<file path="src/rtl/sysctl_pkg.sv">
// Shared register offsets, control-bit positions and reset constants for the
// 6502 board system-control block.
package sysctl_pkg;

    localparam int unsigned PORT_BASE       = 0;
    localparam logic [3:0]  CLKDIV_ADDR     = 4'h8;
    localparam logic [3:0]  TRELOAD_LO_ADDR = 4'h9;
    localparam logic [3:0]  TRELOAD_HI_ADDR = 4'hA;
    localparam logic [3:0]  TCTRL_ADDR      = 4'hB;
    localparam logic [3:0]  ANIM_ADDR       = 4'hC;

    localparam int unsigned TCTRL_EN      = 0;
    localparam int unsigned TCTRL_IRQ_EN  = 1;
    localparam int unsigned TCTRL_ONESHOT = 2;
    localparam int unsigned TCTRL_PEND    = 7;

    localparam logic [7:0] ANIM_RESET = 8'h01;

    function automatic logic [7:0] rotl8(logic [7:0] v);
        return {v[6:0], v[7]};
    endfunction

endpackage

</file>
<file path="src/rtl/sysctl_timer.sv">
// Reloadable interval timer: counts down on CPU-cycle ticks, flags expiry as a
// pending bit and drives a registered active-low interrupt.
module sysctl_timer
    import sysctl_pkg::*;
#(
    parameter int unsigned TIMER_W = 16
) (
    input  logic       clock,
    input  logic       reset,
    input  logic       tick,
    input  logic       wr_reload_lo,
    input  logic       wr_reload_hi,
    input  logic       wr_ctrl,
    input  logic [7:0] wdata,
    output logic [7:0] ctrl_rdata,
    output logic [7:0] reload_lo_rdata,
    output logic [7:0] reload_hi_rdata,
    output logic       irq_n
);

    logic [TIMER_W-1:0] count_q, count_d;
    logic [TIMER_W-1:0] reload_q, reload_d;
    logic               enable_q, enable_d;
    logic               irq_en_q, irq_en_d;
    logic               oneshot_q, oneshot_d;
    logic               pending_q, pending_d;
    logic               irq_n_q;
    logic               expire;
    logic [15:0]        reload_ext;

    // Zero-extended view so the high byte reads 0 for narrow timers.
    assign reload_ext = 16'(reload_q);

    always_comb begin
        count_d   = count_q;
        reload_d  = reload_q;
        enable_d  = enable_q;
        irq_en_d  = irq_en_q;
        oneshot_d = oneshot_q;
        pending_d = pending_q;
        expire    = 1'b0;
        if (tick) begin
            if (wr_reload_lo) reload_d = TIMER_W'({reload_ext[15:8], wdata});
            if (wr_reload_hi) reload_d = TIMER_W'({wdata, reload_ext[7:0]});

            if (wr_ctrl && wdata[TCTRL_EN] && !enable_q) begin
                count_d = reload_q;
            end else if (enable_q) begin
                if (count_q != '0) begin
                    count_d = count_q - TIMER_W'(1);
                end else begin
                    expire = 1'b1;
                    if (oneshot_q) enable_d = 1'b0;
                    else           count_d  = reload_q;
                end
            end

            if (wr_ctrl) begin
                enable_d  = wdata[TCTRL_EN];
                irq_en_d  = wdata[TCTRL_IRQ_EN];
                oneshot_d = wdata[TCTRL_ONESHOT];
                if (wdata[TCTRL_PEND]) pending_d = 1'b0;
            end
            // A simultaneous clear and expiry leaves the interrupt pending.
            if (expire) pending_d = 1'b1;
        end
    end

    always_ff @(posedge clock or posedge reset) begin
        if (reset) begin
            count_q   <= '0;
            reload_q  <= '0;
            enable_q  <= 1'b0;
            irq_en_q  <= 1'b0;
            oneshot_q <= 1'b0;
            pending_q <= 1'b0;
            irq_n_q   <= 1'b1;
        end else begin
            count_q   <= count_d;
            reload_q  <= reload_d;
            enable_q  <= enable_d;
            irq_en_q  <= irq_en_d;
            oneshot_q <= oneshot_d;
            pending_q <= pending_d;
            irq_n_q   <= ~(pending_q & irq_en_q);
        end
    end

    assign ctrl_rdata      = {pending_q, 4'b0000, oneshot_q, irq_en_q, enable_q};
    assign reload_lo_rdata = reload_ext[7:0];
    assign reload_hi_rdata = reload_ext[15:8];
    assign irq_n           = irq_n_q;

endmodule

</file>
<file path="src/rtl/sysctl_regs.sv">
// System-control block: glitch-free CPU clock divider, byte output ports with a
// reset-time LED animation, and an interval timer behind the bifrost select.
module sysctl_regs
    import sysctl_pkg::*;
#(
    parameter int unsigned NUM_PORTS     = 2,
    parameter int unsigned DIV_W         = 9,
    parameter int unsigned DIV_SEL_RESET = 2,
    parameter int unsigned TIMER_W       = 16,
    parameter logic [7:0]  LED_RESET     = 8'hC3,
    parameter int unsigned ANIM_SHIFT    = 16
) (
    input  logic                   clock,
    input  logic                   reset,
    input  logic                   cs_n,
    input  logic                   rw,
    input  logic [3:0]             addr,
    input  logic [7:0]             data_in,
    output logic [7:0]             data_out,
    output logic                   data_oe,
    output logic                   clockout,
    output logic [8*NUM_PORTS-1:0] ports,
    output logic [7:0]             leds,
    output logic                   irq_n
);

    localparam int unsigned SEL_W   = (DIV_W > 1) ? $clog2(DIV_W) : 1;
    localparam int unsigned PORTS_W = 8 * NUM_PORTS;
    localparam logic [PORTS_W-1:0] PORT_RESET = PORTS_W'(LED_RESET);

    logic [DIV_W-1:0]              cnt_q;
    logic [SEL_W-1:0]              div_sel_q, div_sel_d;
    logic [SEL_W-1:0]              pending_sel_q, pending_sel_d;
    logic [SEL_W-1:0]              sel_wr;
    logic                          clockout_q;
    logic                          tick;
    logic                          wr_en;
    logic [NUM_PORTS-1:0][7:0]     port_q, port_d;
    logic                          anim_q, anim_d;
    logic [7:0]                    anim_pat_q, anim_pat_d;
    logic [ANIM_SHIFT-1:0]         anim_cnt_q, anim_cnt_d;
    logic [7:0]                    tctrl_rdata, treload_lo_rdata, treload_hi_rdata;

    // tick marks the master clock on which phi2 falls; bus writes commit there.
    assign tick   = clockout_q & ~cnt_q[div_sel_q];
    assign wr_en  = tick & ~cs_n & ~rw;
    assign sel_wr = (32'(data_in) >= DIV_W) ? SEL_W'(DIV_W - 1) : SEL_W'(data_in);

    // New tap only takes effect when every tap is high, so no pulse is cut short.
    always_comb begin
        div_sel_d     = div_sel_q;
        pending_sel_d = pending_sel_q;
        if (&cnt_q) div_sel_d = pending_sel_q;
        if (wr_en && addr == CLKDIV_ADDR) pending_sel_d = sel_wr;
    end

    always_comb begin
        port_d = port_q;
        for (int unsigned i = 0; i < NUM_PORTS; i++) begin
            if (wr_en && 32'(addr) == PORT_BASE + i) port_d[i] = data_in;
        end
    end

    always_comb begin
        anim_d     = anim_q;
        anim_cnt_d = anim_cnt_q;
        anim_pat_d = anim_pat_q;
        if (anim_q) begin
            anim_cnt_d = anim_cnt_q + ANIM_SHIFT'(1);
            if (&anim_cnt_q) anim_pat_d = rotl8(anim_pat_q);
        end
        if (wr_en && addr == ANIM_ADDR) anim_d = data_in[0];
    end

    always_ff @(posedge clock or posedge reset) begin
        if (reset) begin
            cnt_q         <= '0;
            clockout_q    <= 1'b0;
            div_sel_q     <= SEL_W'(DIV_SEL_RESET);
            pending_sel_q <= SEL_W'(DIV_SEL_RESET);
            port_q        <= PORT_RESET;
            anim_q        <= 1'b1;
            anim_pat_q    <= ANIM_RESET;
            anim_cnt_q    <= '0;
        end else begin
            cnt_q         <= cnt_q + DIV_W'(1);
            clockout_q    <= cnt_q[div_sel_q];
            div_sel_q     <= div_sel_d;
            pending_sel_q <= pending_sel_d;
            port_q        <= port_d;
            anim_q        <= anim_d;
            anim_pat_q    <= anim_pat_d;
            anim_cnt_q    <= anim_cnt_d;
        end
    end

    sysctl_timer #(
        .TIMER_W(TIMER_W)
    ) u_timer (
        .clock          (clock),
        .reset          (reset),
        .tick           (tick),
        .wr_reload_lo   (wr_en && addr == TRELOAD_LO_ADDR),
        .wr_reload_hi   (wr_en && addr == TRELOAD_HI_ADDR),
        .wr_ctrl        (wr_en && addr == TCTRL_ADDR),
        .wdata          (data_in),
        .ctrl_rdata     (tctrl_rdata),
        .reload_lo_rdata(treload_lo_rdata),
        .reload_hi_rdata(treload_hi_rdata),
        .irq_n          (irq_n)
    );

    always_comb begin
        data_out = 8'h00;
        for (int unsigned i = 0; i < NUM_PORTS; i++) begin
            if (32'(addr) == PORT_BASE + i) data_out = port_q[i];
        end
        case (addr)
            CLKDIV_ADDR:     data_out = 8'(div_sel_q);
            TRELOAD_LO_ADDR: data_out = treload_lo_rdata;
            TRELOAD_HI_ADDR: data_out = treload_hi_rdata;
            TCTRL_ADDR:      data_out = tctrl_rdata;
            ANIM_ADDR:       data_out = {7'b0000000, anim_q};
            default:         ;
        endcase
    end

    assign data_oe  = ~cs_n & rw & clockout_q;
    assign clockout = clockout_q;
    assign ports    = port_q;
    assign leds     = anim_q ? anim_pat_q : port_q[0];

endmodule

</file>
<file path="config.mk">
export PLATFORM = sky130hd
export DESIGN_NAME = sysctl_regs
export DESIGN_NICKNAME = d
export VERILOG_FILES = /design/src/rtl/sysctl_pkg.sv /design/src/rtl/sysctl_timer.sv /design/src/rtl/sysctl_regs.sv
export SDC_FILE = /design/constraint.sdc
export NUM_CORES = 1
export LEC_CHECK = 0
export CORE_MARGIN = 2
export CORE_UTILIZATION = 44
export CTS_CLUSTER_DIAMETER = 100
export DETAILED_ROUTE_END_ITERATION = 16
export GPL_TIMING_DRIVEN = 1
export SYNTH_ARGS = -nofsm -noshare
export SYNTH_HDL_FRONTEND = slang
export SYNTH_SLANG_ARGS = --single-unit
</file>
<file path="constraint.sdc">
create_clock -name clock -period 7.8 [get_ports clock]
set_input_delay 2.34 -clock clock [delete_from_list [all_inputs] [get_ports clock]]
set_output_delay 2.34 -clock clock [all_outputs]
set_load 0.005 [all_outputs]
</file>
**Word-level counts from Yosys, hierarchy flattened**

Cells that the tools add are included.

- Output and inout port bits: 35
- Bits of input ports: 16
- Register bits: 96
- Logic and storage cells: 89

- Multiplexer cells: 25
- Bitwise operators: 11
- Add/subtract/negate cells: 3
- Magnitude comparators: 2
- Reduce and logical (&&, ||, !) cells: 23
- Equality and inequality tests: 8

Operator list:

| kind | count |
|---|---|
| 16-bit 2-to-1 mux | 5 |
| 8-bit one-hot mux with 5 select lines | 1 |
| 8-bit 2-to-1 mux | 4 |
| 4-bit == test, second input constant | 5 |
| 17-bit AND reduction | 1 |
| 16-bit by 1-bit adder with 16-bit output, second input constant | 1 |
| 16-bit nonzero test | 1 |
| 16-bit by 1-bit subtractor with 16-bit output, second input constant | 1 |
| 1-bit 2-to-1 mux | 13 |
| 9-bit by 1-bit adder with 9-bit output, second input constant | 1 |
| 1-bit logical AND | 9 |
| 3-bit AND reduction | 3 |
| 9-bit AND reduction | 1 |
| 8-bit by 4-bit >= comparator with 1-bit output, second input constant | 1 |
| 1-bit AND | 6 |
| 2-bit AND reduction | 3 |
| 2-bit nonzero test | 3 |
| 4-bit by 5-bit less-than comparator with 1-bit output, second input constant | 1 |
| 1-bit inverter | 5 |
| 1-bit binary-select mux with 4-bit select | 1 |
| 4-bit by 1-bit == test with 1-bit output, second input constant | 1 |
| 4-bit logical NOT | 1 |
| 4-bit 2-to-1 mux | 1 |
| 3-bit inequality test, second input constant | 1 |
| other kinds (2) | 2 |

**Logic depth before layout (Yosys ltp)**

Gate-level depths: netlist of run 1.

- Depth after elaboration: 13
- Depth in mapped cells: 9
- Gate-level depth less buffers: 8

**Modules after synthesis**

A second synthesis of run 1 with hierarchy kept.

- Cell total of the unflattened synthesis: 476
- Area total of the unflattened synthesis: 5191.2 um^2

Modules (own cells, without submodules):

| module | seq. area each (um^2) | area each (um^2) | cells each | instances |
|---|---|---|---|---|
| sysctl_regs | 1486.4 | 3141.8 | 287 | 1 |
| sysctl_timer | 927.1 | 2049.5 | 189 | 1 |

**Worst setup path before layout of run 1**

Ideal clock, no wire load.

- Path kind: input port to output port
- Start point: input port addr[3]
- End point: output port data_out[3]
- Path buffers: 2
- Stages on the path: 7
- Arrival time: 3.614 ns
- Path slack: 1.846 ns
- Data required time: 5.460 ns
- Cell sequence: clkbuf_1 > nor2b_1 > buf_1 > nand2_1 > o21ai_0 > o21ai_0 > a31oi_1

- Word-level cells in the longest chain between the ends: 4
- Elaborated cells on any way between the ends: 10
- Those cells by class: eq/ne: 6; mux: 3; reduce/logical: 1

RTL lines:

| element | line | RTL |
|---|---|---|
| start, declared | sysctl_regs.sv:17 | `input logic [3:0] addr,` |
| 4-bit logical NOT | sysctl_regs.sv:116 | `if (32'(addr) == PORT_BASE + i) data_out = port_q[i];` |
| 8-bit 2-to-1 mux (2 in series) | sysctl_regs.sv:116 |  |
| 8-bit one-hot mux with 5 select lines * | sysctl_regs.sv:118 | `case (addr)` |
| end, declared | sysctl_regs.sv:19 | `output logic [7:0] data_out,` |

Mark *: on every way between the ends. The rest lies on a longest branch, timed or not.

**Worst setup path after layout of run 1**

- Start point: input port addr[2]
- End point: output port data_out[3]

The elaborated chain is that of the path after synthesis.

==> results of run 1 <==
-- metal layers --
metal	track usage (%)	wire, um
met3	3.048	339
met2	32.32	5684
met5	0	0
met4	7.572	253
met1	29.55	6059
-- through the flow --
step / util [%] / std cells / area, um2 / hold WS [ns] / power [uW]
after CTS: 53.16 / 673 / 6045 / 0.4581 / 1381
after detailed placement: 50.54 / 657 / 5747 / 0.4403 / 924.7
final: 53.16 / 673 / 6045 / 0.4484 / 1367
after global placement: 50.54 / 657 / 5747 / 0.4408 / 917.7
after floorplan: - / 478 / 5117 / 0.3819 / 812.0
after global routing: 53.16 / 673 / 6045 / 0.4900 / 1442
-- how the worst max path moves through the flow --
stage / to / slack (ns) / cells past startpoint
after CTS: data_out[3] / 0.77 / 7
after detailed placement: data_out[3] / 0.77 / 7
after global routing: data_out[7] / 0.57 / 6
after global placement: data_out[3] / 0.83 / 7
after floorplan: data_out[3] / 1.85 / 7
final: data_out[3] / 0.74 / 7
-- kinds of logic (layout without fill, tap and decap cells) --
group | after synthesis | in the layout | share of synthesized area [%]
adders and majority gates | 5 | 5 | 1.222
muxes | 77 | 77 | 17.31
xor gates and xnor gates | 21 | 21 | 3.594
DFF | 96 | 96 | 47.16
and+or+nand+nor | 152 | 152 | 15.97
buffers and inverters | 35 | 87 | 3.056
AOI/OAI and AO/OA | 92 | 92 | 11.69
-- power groups by stage --
stage / sequential [uW] / combinational (uW) / clock (uW)
after floorplan: 629 / 183 / 0
after global placement: 655 / 263 / 0
after detailed placement: 657 / 267 / 0
after CTS: 649 / 270 / 463
after global routing: 661 / 300 / 481
final: 651 / 267 / 449
-- cell usage in the layout, fill, tap and decap left out, drive strengths merged, types with 13 or more instances in the layout --
cell type	synthesis	final
nand3	27	27
a2bb2oi	13	13
mux2i	18	18
xnor2	16	16
dfrtp	87	87
mux2	58	58
a21oi	28	28
o21ai	23	23
inv	13	13
nor2	24	24
clkdlybuf4s50	0	50
nand2	44	44
-- registers in the layout, indices dropped and copies added (netlist names) --
| signal | count |
|---|---|
| anim_q | 1 |
| cnt_q | 9 |
| u_timer.enable_q | 1 |
| anim_pat_q | 8 |
| div_sel_q | 4 |
| ports | 16 |
| u_timer.count_q | 16 |
| clockout | 1 |
| u_timer.irq_n | 1 |
| u_timer.reload_ext | 16 |
| pending_sel_q | 4 |
| u_timer.irq_en_q | 1 |
| anim_cnt_q | 16 |
| u_timer.pending_q | 1 |
| u_timer.oneshot_q | 1 |
-- critical path, cell delays in order --
cell	delay (ns)
clkdlybuf4s50_1	0.70
nor2b_1	0.59
nand2_1	0.10
o21ai_0	0.10
a21oi_1	0.10
a31oi_1	0.23
clkdlybuf4s50_1	0.55
-- area by class of cell --
type | count | share of cell area [%]
well taps | 143 | 2.960
repair buffers | 57 | 9.149
flip-flops and latches | 96 | 39.93
inverters | 14 | 0.8901
multi-input cells | 347 | 42.14
clock inverters | 4 | 0.8487
clock buffers | 12 | 4.078
-- cell usage after synthesis (all sizes together) (2+ instances only) --
| cell | count | area (um2) |
|---|---|---|
| nor2b | 11 | 68.82 |
| clkbuf | 13 | 50.04 |
| inv | 13 | 48.80 |
| dfrtp | 87 | 2177 |
| o21ai | 23 | 115.1 |
| ha | 5 | 62.56 |
| and2 | 2 | 12.51 |
| nor3 | 5 | 25.02 |
| a22oi | 2 | 15.01 |
| nand4 | 9 | 56.30 |
| o211ai | 3 | 22.52 |
| nor4 | 3 | 25.02 |
| o21a | 7 | 52.55 |
| a21oi | 28 | 140.1 |
| nand3 | 27 | 145.1 |
| a2bb2oi | 13 | 113.9 |
| o22ai | 3 | 18.77 |
| or3 | 3 | 18.77 |
| xnor2 | 16 | 140.1 |
| nand4b | 3 | 41.29 |
| nand2 | 44 | 165.2 |
| nand2b | 3 | 26.27 |
| and4 | 3 | 28.78 |
| mux2i | 18 | 180.2 |
| xor2 | 5 | 43.79 |
| nor3b | 2 | 15.01 |
| buf | 8 | 53.79 |
| a31oi | 6 | 43.79 |
| dfstp | 9 | 236.5 |
| and3 | 6 | 42.54 |
| nor2 | 24 | 90.09 |
| mux2 | 58 | 683.2 |
| o31ai | 2 | 15.01 |
==> impl_metrics.env, run 1 <==
export IMPL_status="finished clean"
export IMPL_first_global_vias=3893
export IMPL_async_flop_share_pct=100.0
export IMPL_synthesis_yosys_warnings=0
export IMPL_drv_cap=0
export IMPL_drc=0
export IMPL_antennaDiodeCount=0
export IMPL_syn_to_final_growth_pct=18.12
export IMPL_power_density_nw_per_um2=226.1
export IMPL_die_area_um2=12510
export IMPL_hold_viol=0
export IMPL_slew_viol_final=0
export IMPL_drt_iter0_markers=173
export IMPL_ant_nets=0
export IMPL_syn_nets=499
export IMPL_wirelength_mm=12.34
export IMPL_cts_repair_resize_count=0
export IMPL_grt_remaining_overflow=0
export IMPL_synth_cells=478
export IMPL_worstSetupStartpointType="primary input"
export IMPL_synth_seq_area_share_pct=47.16
export IMPL_gp_congestion=0.8397
export IMPL_finClkSkew_ns=0.009685
export IMPL_grt_start_max_net_pins=51
export IMPL_core_um2=11370
export IMPL_cts_sinks=96
export IMPL_crit_start="addr[2]"
export IMPL_cts_htree_levels=3
export IMPL_clk_path_buf_depth=2
export IMPL_clk_pin_slew_worst_paths_ns=0.06
export IMPL_max_slew_margin_rel_pct=39.63
export IMPL_dr_pass1_iters=4
export IMPL_worstHoldStart="u_timer.irq_en_q$_DFFE_PP0P_"
export IMPL_multi_input_area_um2=2547
export IMPL_via_count=3851
export IMPL_via_per_inst=5.722
export IMPL_holdBufCountCts=0
export IMPL_clk_latency_ns=0.34
export IMPL_portBuffers=50
export IMPL_reg2regPathDepth=6
export IMPL_synth_flop_cell="dfrtp_1"
export IMPL_hpwl_mm=8.704
export IMPL_initial_core_util_pct=45.01
export IMPL_nets=546
export IMPL_p_leak_uw=0.002704
export IMPL_synth_cell_type_count=59
export IMPL_grt_first_pass_wirelength_mm=20.51
export IMPL_fillCellCount=1042
export IMPL_reg2reg_setup_slack_ns=5.12
export IMPL_worstSetupPathType="in2out"
export IMPL_num_io_pins=51
export IMPL_wire_per_inst_um=18.33
export IMPL_post_cts_buffers=0
export IMPL_clockRootBuffer="clkbuf_16"
export IMPL_rsz0062_at_grt="false"
export IMPL_dieWidth_um=111.8
export IMPL_finalCritPeriodShare_pct=90.45
export IMPL_register_area_um2=2414
export IMPL_die_y_um=111.8
export IMPL_p_int_uw=964.0
export IMPL_setup_slack_ns=0.7447
export IMPL_totalNegativeSetupSlack_ns=0
export IMPL_required_ns=5.46
export IMPL_hold_end="u_timer.irq_n$_DFF_PP1_"
export IMPL_grt_use_total_pct=20.73
export IMPL_grt_antenna_before_repair=0
export IMPL_r2r_end="u_timer.count_q[14]$_DFFE_PP0P_"
export IMPL_synth_edf_count=0
export IMPL_seq_power_share_pct=47.6
export IMPL_combPwrFrac_pct=19.6
export IMPL_cts_inserted_buffers=9
export IMPL_setup_violations=0
export IMPL_clkPwrFrac_pct=32.8
export IMPL_ir_drop_mv=0.1324
export IMPL_hold_path_class="reg2reg"
export IMPL_tightest_slew_ns=0.8980
export IMPL_r2r_start="u_timer.count_q[2]$_DFFE_PP0P_"
export IMPL_min_period_ns=7.055
export IMPL_drive_gt1_share_pct=19.43
export IMPL_cts_tree="yes"
export IMPL_switching_share_pct=29.47
export IMPL_fmax_mhz=141.7
export IMPL_cp_end_kind="primary output"
export IMPL_path_max_fanout=21
export IMPL_rows=39
export IMPL_synth_ff_latch_count=96
export IMPL_dp_slack_ns=0.7679
export IMPL_p_sw_uw=402.9
export IMPL_syn_area_um2=5117
export IMPL_cp_arrival_ns=4.72
export IMPL_whs_path_depth=1
export IMPL_avgSynthCellArea_um2=10.71
Note: power is estimated with default switching activity, not from simulation.
==> run 2: changes to the inputs <==
--- a/config.mk
+++ b/config.mk
@@ -5,11 +5,13 @@
 export SDC_FILE = /design/constraint.sdc
 export NUM_CORES = 1
 export LEC_CHECK = 0
+export CORE_ASPECT_RATIO = 1.1
 export CORE_MARGIN = 2
 export CORE_UTILIZATION = 44
 export CTS_CLUSTER_DIAMETER = 100
 export DETAILED_ROUTE_END_ITERATION = 16
 export GPL_TIMING_DRIVEN = 1
+export SKIP_CTS_REPAIR_TIMING = 1
 export SYNTH_ARGS = -nofsm -noshare
 export SYNTH_HDL_FRONTEND = slang
 export SYNTH_SLANG_ARGS = --single-unit
==> constraint.sdc (replaced) <==
create_clock -name clock -period 8.1 [get_ports clock]
set_input_delay 2.43 -clock clock [delete_from_list [all_inputs] [get_ports clock]]
set_output_delay 2.43 -clock clock [all_outputs]
set_load 0.005 [all_outputs]
==> run 2 against run 1 <==
  * Register-to-register slack better by 0.32 ns
  * Clock power hardly changed
  * Worst hold slack worse by 0.0065 ns
  * Sequential share of layout area is 0.18 points lower
  * First-iteration DRC count is 19% lower
  * Design area is 0.46% higher
  * Flip-flop and latch count stayed put
  * Non-clock buffer count is 1 higher
  * Via count is 1.3% lower
  * Clock-buffer cell count is 3 lower
  * Setup slack better by 0.17 ns
  * Utilization is 0.15 points higher
  * Critical path type unchanged
  * Largest cell class unchanged
  * Largest power group unchanged
==> impl_metrics.env, run 2 (synthesized netlist as in run 1, its figures left out) <==
export IMPL_status="finished clean"
export IMPL_gp_congestion=0.8191
export IMPL_syn_to_final_growth_pct=18.66
export IMPL_ant_nets=0
export IMPL_setup_violations=0
export IMPL_cts_htree_levels=3
export IMPL_finClkSkew_ns=0.006453
export IMPL_hold_path_class="reg2reg"
export IMPL_slew_viol_final=0
export IMPL_fmax_mhz=139.1
export IMPL_die_y_um=117.1
export IMPL_ir_drop_mv=0.1047
export IMPL_via_count=3802
export IMPL_die_area_um2=12510
export IMPL_seq_power_share_pct=47.1
export IMPL_grt_first_pass_wirelength_mm=20.21
export IMPL_cp_end_kind="primary output"
export IMPL_drc=0
export IMPL_totalNegativeSetupSlack_ns=0
export IMPL_p_leak_uw=0.002715
export IMPL_tightest_slew_ns=0.9024
export IMPL_initial_core_util_pct=44.94
export IMPL_mostFrequentLayoutCells="dfrtp_1, mux2_2, clkdlybuf4s50_1, nand2_1, a21oi_1"
export IMPL_first_global_vias=3814
export IMPL_whs_ns=0.4418
export IMPL_rows=41
export IMPL_reg2regPathDepth=6
export IMPL_rsz0062_at_grt="false"
export IMPL_grt_use_total_pct=20.85
export IMPL_worstSetupPathType="in2out"
export IMPL_wirelength_mm=12.27
export IMPL_cp_arrival_ns=4.76
export IMPL_switching_share_pct=30.51
export IMPL_grt_antenna_before_repair=0
export IMPL_drv_cap=0
export IMPL_cts_inserted_buffers=9
export IMPL_nets=547
export IMPL_hpwl_mm=8.637
export IMPL_clk_latency_ns=0.35
export IMPL_p_sw_uw=406.4
export IMPL_combPwrFrac_pct=19.3
export IMPL_whs_path_depth=1
export IMPL_final_common_cell="dfrtp_1"
export IMPL_via_per_inst=5.583
export IMPL_reg2reg_setup_slack_ns=5.44
export IMPL_required_ns=5.67
export IMPL_cts_tree="yes"
export IMPL_dieWidth_um=106.8
export IMPL_power_density_nw_per_um2=219.3
export IMPL_clk_pin_slew_worst_paths_ns=0.07
export IMPL_portBuffers=50
export IMPL_drt_iter0_markers=140
export IMPL_num_io_pins=51
export IMPL_grt_start_max_net_pins=72
export IMPL_clkPwrFrac_pct=33.6
export IMPL_cts_sinks=96
export IMPL_dp_slack_ns=0.9573
export IMPL_max_slew_margin_rel_pct=39.84
export IMPL_p_int_uw=925.3
export IMPL_setup_slack_ns=0.9114
export IMPL_path_max_fanout=21
export IMPL_dr_pass1_iters=4
export IMPL_min_period_ns=7.189
export IMPL_hold_viol=0
export IMPL_wire_per_inst_um=18.02
export IMPL_drive_gt1_share_pct=19.96
export IMPL_clockRootBuffer="clkbuf_16"
export IMPL_grt_remaining_overflow=0
export IMPL_core_um2=11390
export IMPL_worstSetupStartpointType="primary input"
export IMPL_finalCritPeriodShare_pct=88.75
export IMPL_clk_path_buf_depth=2
export IMPL_antennaDiodeCount=0
[run 2: worst max-delay path, cell delays in order]
cell and delay [ns]:
clkdlybuf4s50_1 0.73, inv_1 0.36, a21oi_1 0.10, o21ai_0 0.20, a21oi_1 0.10, a31oi_1 0.27
clkdlybuf4s50_1 0.56
[run 2: per-layer routing]
metal  part of all wire [%]  track usage [%]  up-vias  wire, um
li1                       -                -     1816         -
met1                     47            28.73     1893      5769
met2                     48            33.55       79      5880
met3                    3.4            3.322       14       415
met4                    1.7            7.706        0       207
met5                      0                0        -         0
[run 2: cell type report]
class,count,area [um2]
Inverter,14,53.80
Multi-Input combinational cell,347,2547
Clock buffer,9,225.2
Clock inverter,7,83.83
Tap cell,150,187.7
Fill cell,1075,5316
Sequential cell,96,2414
Timing Repair Buffer,58,560.5
[run 2: power by group through the flow]
stage	combinational (uW)	sequential (uW)	clock (uW)
floorplan	176	606	0
global route	288	639	475
global placement	253	631	0
detailed placement	257	634	0
CTS	259	626	458
finish	257	627	448
[run 2: worst paths after layout]
kind | startpoint | to
setup reg to reg | div_sel_q[2]$_DFFE_PP0P_ | u_timer.reload_ext[7]$_DFFE_PP0P_
setup / recovery | addr[2] | data_out[3]
hold reg to reg | u_timer.irq_en_q$_DFFE_PP0P_ | u_timer.irq_n$_DFF_PP1_
min in group asynchronous | reset | anim_cnt_q[12]$_DFFE_PP0P_
hold / removal | u_timer.irq_en_q$_DFFE_PP0P_ | u_timer.irq_n$_DFF_PP1_
max in group asynchronous | reset | pending_sel_q[3]$_DFFE_PP0P_
[run 2: per-stage QoR]
step / cell area (um2) / instances / power, uW / util (%)
3_3_place_gp: 5763 / 665 / 883.5 / 50.60
3_5_place_dp: 5763 / 665 / 891.0 / 50.60
6_report: 6072 / 681 / 1332 / 53.32
4_1_cts: 6072 / 681 / 1343 / 53.32
2_1_floorplan: 5117 / 478 / 781.9 / -
5_1_grt: 6072 / 681 / 1402 / 53.32
==> run 3: changes to the inputs <==
--- a/config.mk
+++ b/config.mk
@@ -14,4 +14,5 @@
 export SKIP_CTS_REPAIR_TIMING = 1
 export SYNTH_ARGS = -nofsm -noshare
 export SYNTH_HDL_FRONTEND = slang
+export SYNTH_HIERARCHICAL = 1
 export SYNTH_SLANG_ARGS = --single-unit
==> run 3 against run 2 <==
  * Fmax up 0.58%
  * Critical endpoint is now data_out[2]
  * Sequential share of layout area is 0.057 points lower
  * Clock skew increased by 0.0041 ns
  * Highest routed layer unchanged
  * Global-route usage down 0.67 points
  * Power fell by 7.0%
  * Combinational power down 20%
==> impl_metrics.env, run 3 <==
export IMPL_clk_pin_slew_worst_paths_ns=0.07
export IMPL_wirelength_mm=12.02
export IMPL_hold_path_class="reg2reg"
export IMPL_antennaDiodeCount=0
export IMPL_nets=536
export IMPL_stdcell_count=670
export IMPL_clk_path_buf_depth=2
export IMPL_rows=41
export IMPL_dp_cells=654
export IMPL_cp_arrival_ns=4.72
export IMPL_rsz0062_at_grt="false"
export IMPL_mostFrequentLayoutCells="dfrtp_1, mux2_2, clkdlybuf4s50_1, nand2_1, nor2_1"
export IMPL_power_density_nw_per_um2=203.6
export IMPL_p_leak_uw=0.002656
export IMPL_fillCellCount=1051
export IMPL_syn_area_um2=5191
export IMPL_clk_latency_ns=0.36
export IMPL_hpwl_mm=8.597
export IMPL_initial_core_util_pct=45.18
export IMPL_synth_most_common_cell="dfrtp_1"
export IMPL_synth_top_area_cell="dfrtp_1"
export IMPL_synthSimpleGateAreaFrac_pct=13.98
export IMPL_synth_edf_count=0
export IMPL_cts_htree_levels=3
export IMPL_status="finished clean"
export IMPL_async_flop_share_pct=100.0
export IMPL_ir_drop_mv=0.1701
export IMPL_grt_remaining_overflow=0
export IMPL_finalCritPeriodShare_pct=88.24
export IMPL_first_global_vias=3834
export IMPL_required_ns=5.67
export IMPL_num_io_pins=51
export IMPL_grt_use_total_pct=20.17
export IMPL_synth_top_cell_area_share_pct=41.94
export IMPL_drv_cap=0
export IMPL_endpoint="data_out[2]"
export IMPL_worstSetupPathType="in2out"
export IMPL_synthTopCellsByArea="dfrtp_1, mux2_2, dfstp_2"
export IMPL_grt_first_pass_wirelength_mm=19.97
export IMPL_totalNegativeSetupSlack_ns=0
export IMPL_grt_start_max_net_pins=60
export IMPL_tightest_slew_ns=1.235
export IMPL_crit_start="addr[2]"
export IMPL_synth_cells=476
export IMPL_final_util_pct=52.92
export IMPL_reg2regPathDepth=9
export IMPL_finClkSkew_ns=0.01053
export IMPL_whs_ns=0.4553
export IMPL_worstSetupStartpointType="primary input"
export IMPL_via_count=3759
export IMPL_ys_top_cells_by_count="dfrtp_1, mux2_2, nand2_1"
export IMPL_setup_violations=0
export IMPL_dr_pass1_iters=5
export IMPL_synth_top_family_by_area="multiplexers"
export IMPL_wire_per_inst_um=17.94
export IMPL_ant_nets=0
export IMPL_max_slew_margin_rel_pct=17.64
export IMPL_portBuffers=50
export IMPL_min_period_ns=7.147
export IMPL_fmax_mhz=139.9
export IMPL_clockRootBuffer="clkbuf_16"
export IMPL_synth_fa_ha_area_share_pct=1.205
export IMPL_drt_iter0_markers=259
export IMPL_gp_congestion=0.8553
export IMPL_dieWidth_um=107.6
export IMPL_setup_slack_ns=0.9528
export IMPL_register_area_um2=2414
export IMPL_synth_cell_type_count=65
export IMPL_syn_to_final_growth_pct=17.14
export IMPL_cts_sinks=96
export IMPL_synth_ff_latch_count=96
export IMPL_final_common_cell="dfrtp_1"
export IMPL_slew_viol_final=0
export IMPL_r2r_start="div_sel_q[2]$_DFFE_PP0P_"
export IMPL_reg2reg_setup_slack_ns=4.50
export IMPL_cts_inserted_buffers=9
export IMPL_synth_seq_area_share_pct=46.49
export IMPL_via_per_inst=5.610
export IMPL_dp_slack_ns=0.9779
export IMPL_r2r_end="u_timer/count_q[12]$_DFFE_PP0P_"
export IMPL_synth_xor_area_share_pct=3.543
export IMPL_synthesis_yosys_warnings=6
export IMPL_cts_tree="yes"
export IMPL_avgSynthCellArea_um2=10.91
export IMPL_multi_input_area_um2=2540
export IMPL_core_um2=11490
export IMPL_hold_viol=0
export IMPL_cp_end_kind="primary output"
export IMPL_path_max_fanout=11
export IMPL_grt_antenna_before_repair=0
export IMPL_synth_compound_area_share_pct=13.64
export IMPL_die_y_um=117.9
export IMPL_die_area_um2=12680
export IMPL_drive_gt1_share_pct=20.96
export IMPL_synth_flop_cell="dfrtp_1"
export IMPL_drc=0
export IMPL_muxShareOfSynthArea_pct=16.27
==> run 3: how the worst min path moves through the flow <==
stage / startpoint / to / slack [ns] / cells past startpoint
after floorplan: u_timer/irq_en_q$_DFFE_PP0P_ / u_timer/irq_n$_DFF_PP1_ / 0.39 / 1
after global placement: u_timer/irq_en_q$_DFFE_PP0P_ / u_timer/irq_n$_DFF_PP1_ / 0.43 / 1
after detailed placement: u_timer/irq_en_q$_DFFE_PP0P_ / u_timer/irq_n$_DFF_PP1_ / 0.44 / 1
after CTS: u_timer/irq_en_q$_DFFE_PP0P_ / u_timer/irq_n$_DFF_PP1_ / 0.45 / 1
after global routing: anim_cnt_q[10]$_DFFE_PP0P_ / anim_cnt_q[10]$_DFFE_PP0P_ / 0.49 / 1
final: u_timer/irq_en_q$_DFFE_PP0P_ / u_timer/irq_n$_DFF_PP1_ / 0.46 / 1
==> run 3: worst max-delay path, stage by stage <==
cell and delay, ns:
clkdlybuf4s50_1 0.59, buf_4 0.26, nor2_1 0.39, a2bb2oi_1 0.13, o21ai_0 0.19, a22o_1 0.20
clkdlybuf4s50_1 0.51
==> run 3: cells by family (layout without fill, tap and decap cells) <==
group,count (synthesis),count (layout)
buffers and inverters,52,93
adder cells (fa/ha/maj),5,5
XOR/XNOR,21,21
multiplexers,76,76
flip-flops,96,96
AND/OR/NAND/NOR,126,126
other,1,4
AO/OA/AOI/OAI,99,99
==> run 3: layout make-up <==
class	count	area share, %
flip-flops and latches	96	39.69
repair buffers	57	9.095
well taps	150	3.086
clock buffers	9	3.704
multi-input cells	331	41.77
inverters	20	1.235
clock inverters	7	1.420
==> run 3: power breakdown <==
| group | switching (uW) | leakage [uW] | total [uW] | internal, uW |
|---|---|---|---|---|
| registers | 61.4 | 0.00124 | 589 | 527 |
| logic | 95.0 | 0.00127 | 205 | 110 |
| clock network | 199 | 0.000150 | 445 | 246 |
==> run 3: per-stage QoR <==
stage / power, uW / cell area, um2
6_report: 1238 / 6081
5_1_grt: 1300 / 6081
4_1_cts: 1249 / 6081
3_5_place_dp: 800.4 / 5769
3_3_place_gp: 793.9 / 5769
2_1_floorplan: 713.9 / 5202
==> run 3: per-layer routing <==
metal / global-route usage, % / up-vias / part of all wire, %
met3: 3.821 / 15 / 3.6
met5: 0 / - / 0
met2: 31.56 / 82 / 48
met1: 27.46 / 1861 / 46
li1: - / 1801 / -
met4: 8.093 / 0 / 1.9
